==> config.mk <==
export PLATFORM = sky130hd
export DESIGN_NAME = ac3_acc
export DESIGN_NICKNAME = d
export VERILOG_FILES = /design/src/rtl/ac3_pkg.sv /design/src/rtl/ac3_mux.sv /design/src/rtl/ac3_acc.sv
export SDC_FILE = /design/constraint.sdc
export NUM_CORES = 1
export LEC_CHECK = 0
export BUFFER_PORTS_ARGS = -buffer_cell sky130_fd_sc_hd__buf_4
export CORE_UTILIZATION = 35
export CTS_BUF_LIST = sky130_fd_sc_hd__clkbuf_4 sky130_fd_sc_hd__clkbuf_8
export CTS_CLUSTER_SIZE = 24
export DETAILED_ROUTE_END_ITERATION = 10
export SLEW_MARGIN = 10
export SYNTH_ARGS = -nofsm -noshare
export SYNTH_HDL_FRONTEND = slang
export SYNTH_SLANG_ARGS = --single-unit
==> constraint.sdc <==
create_clock -name clk -period 4.6 [get_ports clk]
set_clock_uncertainty 0.2 [all_clocks]
set_input_delay 0 -clock clk [delete_from_list [all_inputs] [get_ports clk]]
set_output_delay 0 -clock clk [all_outputs]
set_load 0.005 [all_outputs]
==> src/rtl/ac3_pkg.sv <==
// ac3_pkg: definitions shared by the AC3 accumulation-stage blocks.
//   ac3_state_t - FSM state encoding for frame-based accumulators.
//   ac3_width() - accumulator width: enough bits for M-lane dot products of
//                 Pa x Pw operands, summed over up to MNO contributions.
package ac3_pkg;

    typedef enum logic [1:0] {
        ST_IDLE  = 2'd0,
        ST_ACC   = 2'd1,
        ST_DRAIN = 2'd2
    } ac3_state_t;

    localparam int AC3_NUM_REGS = 4;

    function automatic int ac3_width(input int m, input int pa, input int pw, input int mno);
        return $clog2(m) + pa + pw + $clog2(mno);
    endfunction

endpackage

==> src/rtl/ac3_mux.sv <==
// ac3_mux: 4:1 selector of W-bit words.
//   d0..d3   : candidate words
//   sel_w_en : 2-bit select
//   y        : selected word
module ac3_mux #(
    parameter int W = 25
) (
    input  logic [W-1:0] d0,
    input  logic [W-1:0] d1,
    input  logic [W-1:0] d2,
    input  logic [W-1:0] d3,
    input  logic [1:0]   sel_w_en,
    output logic [W-1:0] y
);

    always_comb begin
        y = d0;
        case (sel_w_en)
            2'd0:    y = d0;
            2'd1:    y = d1;
            2'd2:    y = d2;
            default: y = d3;
        endcase
    end

endmodule

==> src/rtl/ac3_acc.sv <==
// ac3_acc: frame accumulator. Partial sums arriving from AC2 are added into
// one of four registers (chosen by in_sel) until a beat flagged in_last, then
// the four registers are streamed out in index order 0..3 and done pulses.
//   clk, rst             : clock, synchronous active-high reset
//   start                : begin a new frame (honoured in IDLE only)
//   in_data/sel/last     : beat payload, qualified by in_valid / in_ready
//   out_data/idx         : drained register value and its index
//   out_valid/out_ready  : drain handshake
//   done                 : one-cycle pulse after the index-3 drain beat
module ac3_acc
    import ac3_pkg::*;
#(
    parameter  int M   = 16,
    parameter  int Pa  = 8,
    parameter  int Pw  = 4,
    parameter  int MNO = 288,
    localparam int W   = ac3_width(M, Pa, Pw, MNO)
) (
    input  logic         clk,
    input  logic         rst,
    input  logic         start,
    input  logic [W-1:0] in_data,
    input  logic [1:0]   in_sel,
    input  logic         in_last,
    input  logic         in_valid,
    output logic         in_ready,
    output logic [W-1:0] out_data,
    output logic [1:0]   out_idx,
    output logic         out_valid,
    input  logic         out_ready,
    output logic         done
);

    ac3_state_t state_q, state_d;
    logic [AC3_NUM_REGS-1:0][W-1:0] acc_q;
    logic [1:0]   idx_q;
    logic         done_q;
    logic [W-1:0] mux_y;
    logic         beat_acc;
    logic         drain_hs;

    assign in_ready  = (state_q == ST_ACC);
    assign out_valid = (state_q == ST_DRAIN);
    assign beat_acc  = in_valid & in_ready;
    assign drain_hs  = out_valid & out_ready;

    always_ff @(posedge clk) begin
        if (rst) state_q <= ST_IDLE;
        else     state_q <= state_d;
    end

    always_comb begin
        state_d = state_q;
        case (state_q)
            ST_IDLE:  if (start) state_d = ST_ACC;
            ST_ACC:   if (beat_acc && in_last) state_d = ST_DRAIN;
            ST_DRAIN: if (drain_hs && idx_q == 2'd3) state_d = ST_IDLE;
            default:  state_d = ST_IDLE;
        endcase
    end

    // Sums wrap modulo 2^W; W is sized so a legal frame never overflows.
    always_ff @(posedge clk) begin
        if (rst)
            acc_q <= '0;
        else if (state_q == ST_IDLE && start)
            acc_q <= '0;
        else if (beat_acc)
            acc_q[in_sel] <= acc_q[in_sel] + in_data;
    end

    // idx naturally wraps 3 -> 0 on the final handshake, ready for next frame.
    always_ff @(posedge clk) begin
        if (rst)
            idx_q <= 2'd0;
        else if (beat_acc && in_last)
            idx_q <= 2'd0;
        else if (drain_hs)
            idx_q <= idx_q + 2'd1;
    end

    always_ff @(posedge clk) begin
        if (rst) done_q <= 1'b0;
        else     done_q <= drain_hs && (idx_q == 2'd3);
    end

    ac3_mux #(.W(W)) u_mux (
        .d0       (acc_q[0]),
        .d1       (acc_q[1]),
        .d2       (acc_q[2]),
        .d3       (acc_q[3]),
        .sel_w_en (idx_q),
        .y        (mux_y)
    );

    // Outputs read as zero outside DRAIN so reset and idle look clean.
    assign out_data = out_valid ? mux_y : '0;
    assign out_idx  = out_valid ? idx_q : 2'd0;
    assign done     = done_q;

endmodule

==> impl_metrics.env, run 1 <==
export IMPL_synth_compound_area_share_pct=22.2
export IMPL_yosysTopAreaCellShare_pct=32.8
export IMPL_yosysUniqueCellTypes=56
export IMPL_synthXorXnorAreaFrac_pct=2.58
export IMPL_synthTopCellsByCount="nor2_1 (119), nand2_1 (114), dfxtp_1 (105), a21oi_1 (98), clkbuf_1 (50)"
export IMPL_drive_above_1_share_pct=16.3
export IMPL_r2r_slack_ns=1.17
export IMPL_yosys_warnings=0
export IMPL_cts_tree="yes"
export IMPL_yosysMostFrequentCell="nor2_1"
export IMPL_multi_input_area_sq_mm=0.00404
export IMPL_dp_hpwl_mm=13.4
export IMPL_synthMuxAreaShare_pct=9.73
export IMPL_hold_class="input pin to flip-flop"
export IMPL_status="finished, final reports clean"
export IMPL_worst_pin_slew_ns=1.06
export IMPL_drtAntennaViolNets=0
export IMPL_cts_buffers=9
export IMPL_overflow=0
export IMPL_power_density_mw_per_mm2=257
export IMPL_fin_crit_sh_pct=74.5
export IMPL_syn2layout_area_growth_pct=15.2
export IMPL_avgSynthCellArea_sq_um=8.05
export IMPL_timing_setup_tns_ns=0
export IMPL_drc=0
export IMPL_worstPathRequired_ns=4.74
export IMPL_via_count=6132
export IMPL_whs_path_depth=6
export IMPL_slowest_delay_ns=0.45
export IMPL_rows=49
export IMPL_grt_setup_unrepaired="no"
export IMPL_cts_sinks=105
export IMPL_crit_start="acc_q[0]"
export IMPL_clock_root_buffer="clkbuf_8"
export IMPL_wire_per_inst_um=18.6
export IMPL_clock_latency_ns=0.40
export IMPL_synth_top_family_by_area="simple AND/OR/NAND/NOR gates"
export IMPL_ys_async_sr_fraction_pct=0
export IMPL_reg2reg_from="acc_q[0]"
export IMPL_synth_nets=858
export IMPL_hp_start="in_data[24]"
export IMPL_grt_start_max_net_pins=51
export IMPL_antenna_found_initial=0
export IMPL_stdcell_count=1062
export IMPL_setup_viol=0
export IMPL_cts_buffer_depth=2
export IMPL_die_width_um=137
export IMPL_place_gp_congestion=0.881
export IMPL_ys_ff_latch=105
export IMPL_max_slew_margin_pct=29.0
export IMPL_start_util_pct=35.6
export IMPL_synth_cells=795
export IMPL_viasPerCell=5.77
export IMPL_drv_cap=0
export IMPL_regArea_sq_mm=0.00210
export IMPL_cts_resized=0
export IMPL_min_to="acc_q[99]"
export IMPL_critical_path_arrival_ns=3.56
export IMPL_ir_drop_v=0.000136
export IMPL_crit_chain="mux4_2, ha_1, fa_1, a21o_1, a221oi_2, o31ai_4, a21oi_2, mux2i_1, a32o_1"
export IMPL_cp_end_kind="flip-flop"
export IMPL_die_h_um=137
export IMPL_drt_initial_drc_count=529
export IMPL_swShare_pct=26.3
export IMPL_intPower_mw=1.39
export IMPL_power_switching_uw=499
export IMPL_combinationalPowerShare_pct=12.6
export IMPL_synthSimpleGateAreaFrac_pct=22.3
export IMPL_finalNetCount=891
export IMPL_reg2reg_depth=9
export IMPL_clk_pin_slew_worst_paths_ns=0.11
export IMPL_die_area_sq_mm=0.0188
export IMPL_r2r_end="acc_q[49]"
export IMPL_diodes=0
export IMPL_cts_setup_buffers=0
export IMPL_hold_viol=0
export IMPL_dp_slack_ns=0.889
export IMPL_synth_ff_type="dfxtp_1"
export IMPL_fillerInstances=1850
export IMPL_finish_utilization_pct=41.1
export IMPL_cp_max_fo=9
export IMPL_grt_pass1_wl_mm=30.9
export IMPL_port_buffers=62
export IMPL_core_area_sq_mm=0.0180
export IMPL_dr_pass1_iters=7
export IMPL_pwr_share_clk_pct=38.4
export IMPL_synth_edf_count=0
export IMPL_synth_largest_area_cell="dfxtp_1"
export IMPL_io_pins=63
export IMPL_synthAdderAreaFrac_pct=5.98
export IMPL_critPathKind="flip-flop to flip-flop"
export IMPL_synth_area_sq_mm=0.00640
export IMPL_gr_usage_all_layers_pct=21.7
export IMPL_setup_ws_ns=1.17
export IMPL_numPlacedInstances=1036
export IMPL_htreeDepth=3
export IMPL_fmax_mhz=292
export IMPL_holdBufCountCts=10
export IMPL_leakage_nw=2.78
export IMPL_min_period_ns=3.43
export IMPL_cp_slowest_cell="mux4_2"
export IMPL_cp_start_kind="flip-flop"
export IMPL_pwr_share_seq_pct=48.9
export IMPL_ys_seq_area_share_pct=32.8
export IMPL_routed_wirelength_mm=19.7
export IMPL_grt_pass1_vias=5640
export IMPL_maxSlewViolCount=0
export IMPL_synth_area_leaders="dfxtp_1 (33%), mux4_2 (8.8%), a21oi_1 (7.7%)"
## cell usage in the layout, fill, tap and decap left out, types with 3 or more instances in the layout
cell,n
o211ai_1,4
o21ai_1,19
a21oi_2,4
nor2_1,119
o21ai_0,11
a32o_1,4
nand3_1,48
a21o_1,7
xnor2_1,11
mux4_2,25
dlygate4sd3_1,10
and3_1,8
a222oi_1,25
bufinv_16,3
a31o_1,4
or4_1,8
nor3_1,4
nand4_1,16
nand2_1,114
ha_1,28
mux2i_1,6
inv_1,7
a21oi_1,97
xor2_1,6
dfxtp_1,105
buf_4,76
a211oi_1,5
clkbuf_8,10
a31oi_1,10
## cell families after synthesis
| kind of cell | after synthesis |
|---|---|
| simple gates | 329 |
| compound gates | 211 |
| flops | 105 |
| buf+inv | 71 |
| mux | 31 |
| fa+ha+maj | 30 |
| xor+xnor | 18 |
## worst max-delay path, delay by kind of cell, from the launching register on
kind / cells / cell delay (ns)
flops: 1 / 0.34
fa+ha+maj: 2 / 0.65
compound gates: 5 / 1.30
mux: 2 / 0.88
## worst max-delay path by stage
stage,end,slack [ns],cells past startpoint
floorplan,acc_q[19],1.24,11
global placement,acc_q[99],0.96,10
detailed placement,acc_q[49],0.89,10
CTS,acc_q[49],1.20,9
global route,acc_q[99],1.05,9
finish,acc_q[49],1.17,9
## registers in the layout (all words and copies together), names as in the netlist
signal,flops
done,1
state_q,2
idx_q,2
acc_q,100
## routing by layer
layer	up-vias	routed length (um)	global-route usage, %	part of all wire (%)
li1	2965	-	-	-
met1	2894	8950	30.0	45
met2	247	9050	34.6	46
met3	26	1440	4.01	7.3
met4	0	296	5.74	1.5
met5	-	0	0	0
## metrics by stage
| stage | hold WS [ns] | total power [mW] | area [sq um] |
|---|---|---|---|
| 2_1_floorplan | -0.128 | 1.10 | 6400 |
| 3_3_place_gp | 0.0356 | 1.18 | 7030 |
| 3_5_place_dp | 0.0378 | 1.18 | 7030 |
| 4_1_cts | 0.0242 | 1.91 | 7380 |
| 5_1_grt | 0.0404 | 1.96 | 7380 |
| 6_report | 0.0509 | 1.89 | 7380 |
## area by class of cell
class,instances,area share [%]
clock buffer,12,2.07
clock inverter,4,1.34
inverter,7,0.356
multi-input combinational,619,54.8
sequential,105,28.5
tap,229,3.88
timing repair buffer,86,9.09
## power groups by stage
stage          combinational (mW)  sequential [mW]  clock [mW]
6_report                    0.239            0.927       0.728
5_1_grt                     0.260            0.928       0.772
4_1_cts                     0.238            0.926       0.742
3_5_place_dp                0.231            0.948           0
3_3_place_gp                0.231            0.947           0
2_1_floorplan               0.153            0.945           0
No activity file was read; power rests on OpenSTA's default activity.
==> inputs of run 2 (changes only) <==
- clock period: 4.6 -> 3.39 ns (I/O delays scaled with it)
==> run 2 against run 1 <==
Via count is 1.8% higher. Sequential power is 36% higher. Critical path depth stayed put. Hold slack worse by 0.0022 ns. First-iteration DRC count is 8.3% higher. Non-clock buffer count is 20 higher. Clock power is 9.1% higher. Cell count is 1.7% higher. Register-to-register slack worse by 1.0 ns. Critical endpoint unchanged. Core utilization is 0.71 points higher.
==> impl_metrics.env, run 2 (synthesis gave the netlist of run 1 again) <==
export IMPL_status="finished, final reports clean"
export IMPL_viasPerCell=5.78
export IMPL_grt_pass1_wl_mm=31.5
export IMPL_finish_utilization_pct=41.8
export IMPL_largestRegisters="acc_q x100, idx_q x2, state_q x2"
export IMPL_grt_start_max_net_pins=51
export IMPL_min_period_ns=3.26
export IMPL_fin_crit_sh_pct=96.2
export IMPL_cts_buffer_depth=2
export IMPL_top_register="acc_q"
export IMPL_placed_area_sq_mm=0.00719
export IMPL_syn2layout_area_growth_pct=17.2
export IMPL_critPathKind="flip-flop to flip-flop"
export IMPL_final_common_cell="nor2_1"
export IMPL_clock_latency_ns=0.40
export IMPL_setup_viol=0
export IMPL_multi_input_area_sq_mm=0.00405
export IMPL_finalNetCount=911
export IMPL_die_h_um=137
export IMPL_hp_start="in_data[18]"
export IMPL_dp_hpwl_mm=14.0
export IMPL_overflow=0
export IMPL_start_util_pct=35.6
export IMPL_numPlacedInstances=1054
export IMPL_worst_pin_slew_ns=0.935
export IMPL_largest_reg_flops=100
export IMPL_max_slew_margin_pct=37.6
export IMPL_via_count=6242
export IMPL_cp_start_kind="flip-flop"
export IMPL_hold_viol=0
export IMPL_worstPathRequired_ns=3.53
export IMPL_dr_pass1_iters=8
export IMPL_cts_setup_buffers=0
export IMPL_drc=0
export IMPL_drtAntennaViolNets=0
export IMPL_gr_usage_all_layers_pct=22.3
export IMPL_rows=49
export IMPL_fin_total_pwr_mw=2.40
export IMPL_routed_wirelength_mm=20.2
export IMPL_wire_per_inst_um=18.7
export IMPL_grt_setup_unrepaired="yes"
export IMPL_dp_slack_ns=0.140
export IMPL_diodes=0
export IMPL_clock_root_buffer="clkbuf_8"
export IMPL_timing_setup_tns_ns=0
export IMPL_leakage_nw=2.85
export IMPL_stdcell_count=1080
export IMPL_die_area_sq_mm=0.0188
export IMPL_htreeDepth=3
export IMPL_drv_cap=0
export IMPL_regArea_sq_mm=0.00210
export IMPL_cts_tree="yes"
export IMPL_cts_buffers=9
export IMPL_core_area_sq_mm=0.0180
export IMPL_antenna_found_initial=0
export IMPL_cp_max_fo=4
export IMPL_setup_ws_ns=0.129
export IMPL_maxSlewViolCount=0
export IMPL_critical_path_arrival_ns=3.40
export IMPL_drive_above_1_share_pct=18.1
export IMPL_grt_pass1_vias=5692
export IMPL_drt_initial_drc_count=573
export IMPL_whs_ns=0.0487
export IMPL_die_width_um=137
export IMPL_clk_pin_slew_worst_paths_ns=0.10
export IMPL_final_cell_mix="nor2_1 (119), nand2_1 (114), dfxtp_1 (105)"
export IMPL_place_gp_congestion=0.895
export IMPL_final_area_sq_mm=0.00751
export IMPL_fmax_mhz=307
export IMPL_ir_drop_v=0.000254
export IMPL_reg2reg_from="acc_q[75]"
export IMPL_cts_sinks=105
export IMPL_crit_start="acc_q[75]"
export IMPL_hold_class="input pin to flip-flop"
export IMPL_io_pins=63
export IMPL_power_density_mw_per_mm2=319
export IMPL_fillerInstances=1854
export IMPL_cp_end_kind="flip-flop"
export IMPL_port_buffers=62
-- run 2: area by class of cell --
class	count	share of cell area (%)
clock buffers	11	1.93
clock inverters	3	0.567
inverters	7	0.350
multi-input cells	619	54.0
flip-flops and latches	105	28.0
well taps	229	3.82
repair buffers	106	11.3
-- run 2: power breakdown --
group          leakage, nW  internal, mW  switching, mW
clock               0.0947         0.361          0.433
sequential           0.847          1.25         0.0105
combinational         1.91         0.130          0.217
total                 2.85          1.74          0.660
-- run 2: worst paths after layout --
check	slack, ns	depth (start not counted)	to
setup reg to reg	0.13	9	acc_q[49]
hold reg to reg	0.27	2	acc_q[25]
setup / recovery	0.13	9	acc_q[49]
hold / removal	0.05	5	acc_q[68]
-- run 2: worst max-delay path, stage by stage (launching register included) --
cell and delay, ns:
dfxtp_1 0.33, mux4_2 0.46, ha_1 0.23, fa_1 0.41
a21o_1 0.24, a221oi_2 0.36, o31ai_4 0.14, a21oi_2 0.22
mux2i_1 0.43, a32o_1 0.18
-- run 2: timing repair --
action | in CTS | in global routing
setup endpoints to repair | 0 | 6
gates resized for setup | 0 | 2
hold buffers | 12 | 0
endpoints found under the hold margin | 29 | 0
-- run 2: per-layer routing --
metal  track usage, %  vias up  part of all wire (%)
li1                 -     3006                     -
met1             30.2     2996                    44
met2             36.7      222                    48
met3             3.94       18                   6.7
met4             5.25        0                   1.3
met5                0        -                     0
==> inputs of run 3 (changes only) <==
- PLACE_DENSITY_LB_ADDON: default -> 0.25
==> run 3 against run 2 <==
Worst setup slack better by 0.019 ns. Global-route usage up 0.13 points. Design area up 1.6%. Highest routed layer unchanged. Critical endpoint is now acc_q[48]. Clock power up 24%. Combinational power about the same. Sequential cell count unchanged. Sequential share of layout area down 0.43 points.
==> impl_metrics.env, run 3 (synthesis gave the netlist of run 1 again) <==
export IMPL_maxSlewViolCount=0
export IMPL_hold_viol=0
export IMPL_fin_total_pwr_mw=2.59
export IMPL_grt_setup_unrepaired="no"
export IMPL_drive_above_1_share_pct=19.3
export IMPL_io_pins=63
export IMPL_critical_path_arrival_ns=3.36
export IMPL_final_cell_mix="nor2_1 (119), nand2_1 (114), dfxtp_1 (105)"
export IMPL_reg2reg_from="acc_q[77]"
export IMPL_status="finished, final reports clean"
export IMPL_htreeDepth=3
export IMPL_drv_cap=0
export IMPL_r2r_slack_ns=0.15
export IMPL_drc=0
export IMPL_hp_start="in_data[4]"
export IMPL_min_period_ns=3.24
export IMPL_drtAntennaViolNets=0
export IMPL_grt_pass1_vias=5734
export IMPL_crit_chain="mux4_2, ha_1, o211ai_1, o21bai_2, o2111ai_4, o41ai_2, buf_4, mux2i_2, buf_4, nand2_1, a31oi_1"
export IMPL_syn2layout_area_growth_pct=19.1
export IMPL_crit_start="acc_q[77]"
export IMPL_cts_sinks=105
export IMPL_largest_reg_flops=100
export IMPL_dr_pass1_iters=6
export IMPL_wire_per_inst_um=19.0
export IMPL_leakage_nw=2.90
export IMPL_die_h_um=137
export IMPL_final_common_cell="nor2_1"
export IMPL_via_count=6282
export IMPL_overflow=0
export IMPL_hold_class="input pin to flip-flop"
export IMPL_cp_top_family="compound AO/OA/AOI/OAI gates"
export IMPL_timing_setup_tns_ns=0
export IMPL_gr_usage_all_layers_pct=22.4
export IMPL_viasPerCell=5.79
export IMPL_die_width_um=137
export IMPL_place_gp_congestion=0.931
export IMPL_whs_path_depth=6
export IMPL_clock_root_buffer="clkbuf_8"
export IMPL_placed_area_sq_mm=0.00720
export IMPL_cp_end_kind="flip-flop"
export IMPL_grt_start_max_net_pins=39
export IMPL_r2r_end="acc_q[48]"
export IMPL_rows=49
export IMPL_clock_latency_ns=0.40
export IMPL_largestRegisters="acc_q x100, idx_q x2, state_q x2"
export IMPL_cts_buffers=9
export IMPL_final_area_sq_mm=0.00762
export IMPL_ir_drop_v=0.000237
export IMPL_min_to="acc_q[54]"
export IMPL_cts_tree="yes"
export IMPL_diodes=0
export IMPL_grt_pass1_wl_mm=31.8
export IMPL_dp_hpwl_mm=14.3
export IMPL_crit_buf_inv=2
export IMPL_cts_buffer_depth=2
export IMPL_clk_pin_slew_worst_paths_ns=0.11
export IMPL_critPathMostFrequentCell="buf_4"
export IMPL_cp_start_kind="flip-flop"
export IMPL_die_area_sq_mm=0.0188
export IMPL_worst_pin_slew_ns=0.948
export IMPL_drt_initial_drc_count=609
export IMPL_cp_max_fo=4
export IMPL_setup_viol=0
export IMPL_critPathKind="flip-flop to flip-flop"
export IMPL_finalNetCount=914
export IMPL_max_slew_margin_pct=36.8
export IMPL_top_register="acc_q"
export IMPL_fin_crit_sh_pct=95.6
export IMPL_start_util_pct=35.6
export IMPL_cp_slowest_cell="mux4_2"
export IMPL_worstPathRequired_ns=3.51
export IMPL_port_buffers=62
export IMPL_slowest_delay_ns=0.50
export IMPL_antenna_found_initial=0
export IMPL_power_density_mw_per_mm2=340
export IMPL_core_area_sq_mm=0.0180
export IMPL_reg2reg_depth=11
export IMPL_fmax_mhz=308
export IMPL_routed_wirelength_mm=20.6
[run 3: worst max-delay path by stage]
stage                endpoint  slack, ns  depth (start not counted)
global route         acc_q[8]       0.01                         10
floorplan           acc_q[19]       0.03                         11
CTS                 acc_q[19]       0.13                         10
global placement    acc_q[93]       0.17                         10
finish              acc_q[48]       0.15                         11
detailed placement  acc_q[93]       0.17                         10
[run 3: layer usage]
layer  vias up  wire length (um)  share of wire [%]  global-route usage [%]
met4         0               355                1.7                    8.67
li1       3017                 -                  -                       -
met2       223              9340                 45                    34.9
met5         -                 0                  0                       0
met3        27              1350                6.5                    2.72
met1      3015              9520                 46                    31.6
[run 3: final cells by class]
type	count	area, sq um
Clock inverter	6	113
Inverter	7	26.3
Clock buffer	10	138
Tap cell	229	287
Sequential cell	105	2100
Multi-Input combinational cell	619	4100
Fill cell	1887	10300
Timing Repair Buffer	109	856
[run 3: what timing repair did]
item	4_1_cts	5_1_grt
setup buffers	0	2
endpoints found under the setup margin	0	18
hold buffers	10	0
hold endpoints to repair	23	0
resized for setup	0	8
[run 3: through the flow]
stage / std cells / util, % / hold slack [ns] / setup slack [ns]
floorplan: 795 / - / -0.128 / 0.0270
global placement: 1057 / 40.1 / 0.0364 / 0.171
detailed placement: 1057 / 40.1 / 0.0348 / 0.166
CTS: 1083 / 42.0 / 0.0318 / 0.135
global route: 1085 / 42.4 / 0.0459 / 0.0107
finish: 1085 / 42.4 / 0.0146 / 0.148
[run 3: worst min-delay path, stage by stage]
cell and delay (ns):
buf_4 0.10, ha_4 0.14, xor2_1 0.13, nor2_1 0.10
a21oi_1 0.05, nor2_1 0.07
[run 3: power breakdown]
part | switching (mW) | total, mW | internal (mW) | leakage [nW]
Combinational | 0.218 | 0.349 | 0.131 | 1.93
Clock | 0.473 | 0.987 | 0.514 | 0.127
Sequential | 0.0106 | 1.26 | 1.25 | 0.847
Total | 0.702 | 2.59 | 1.89 | 2.90
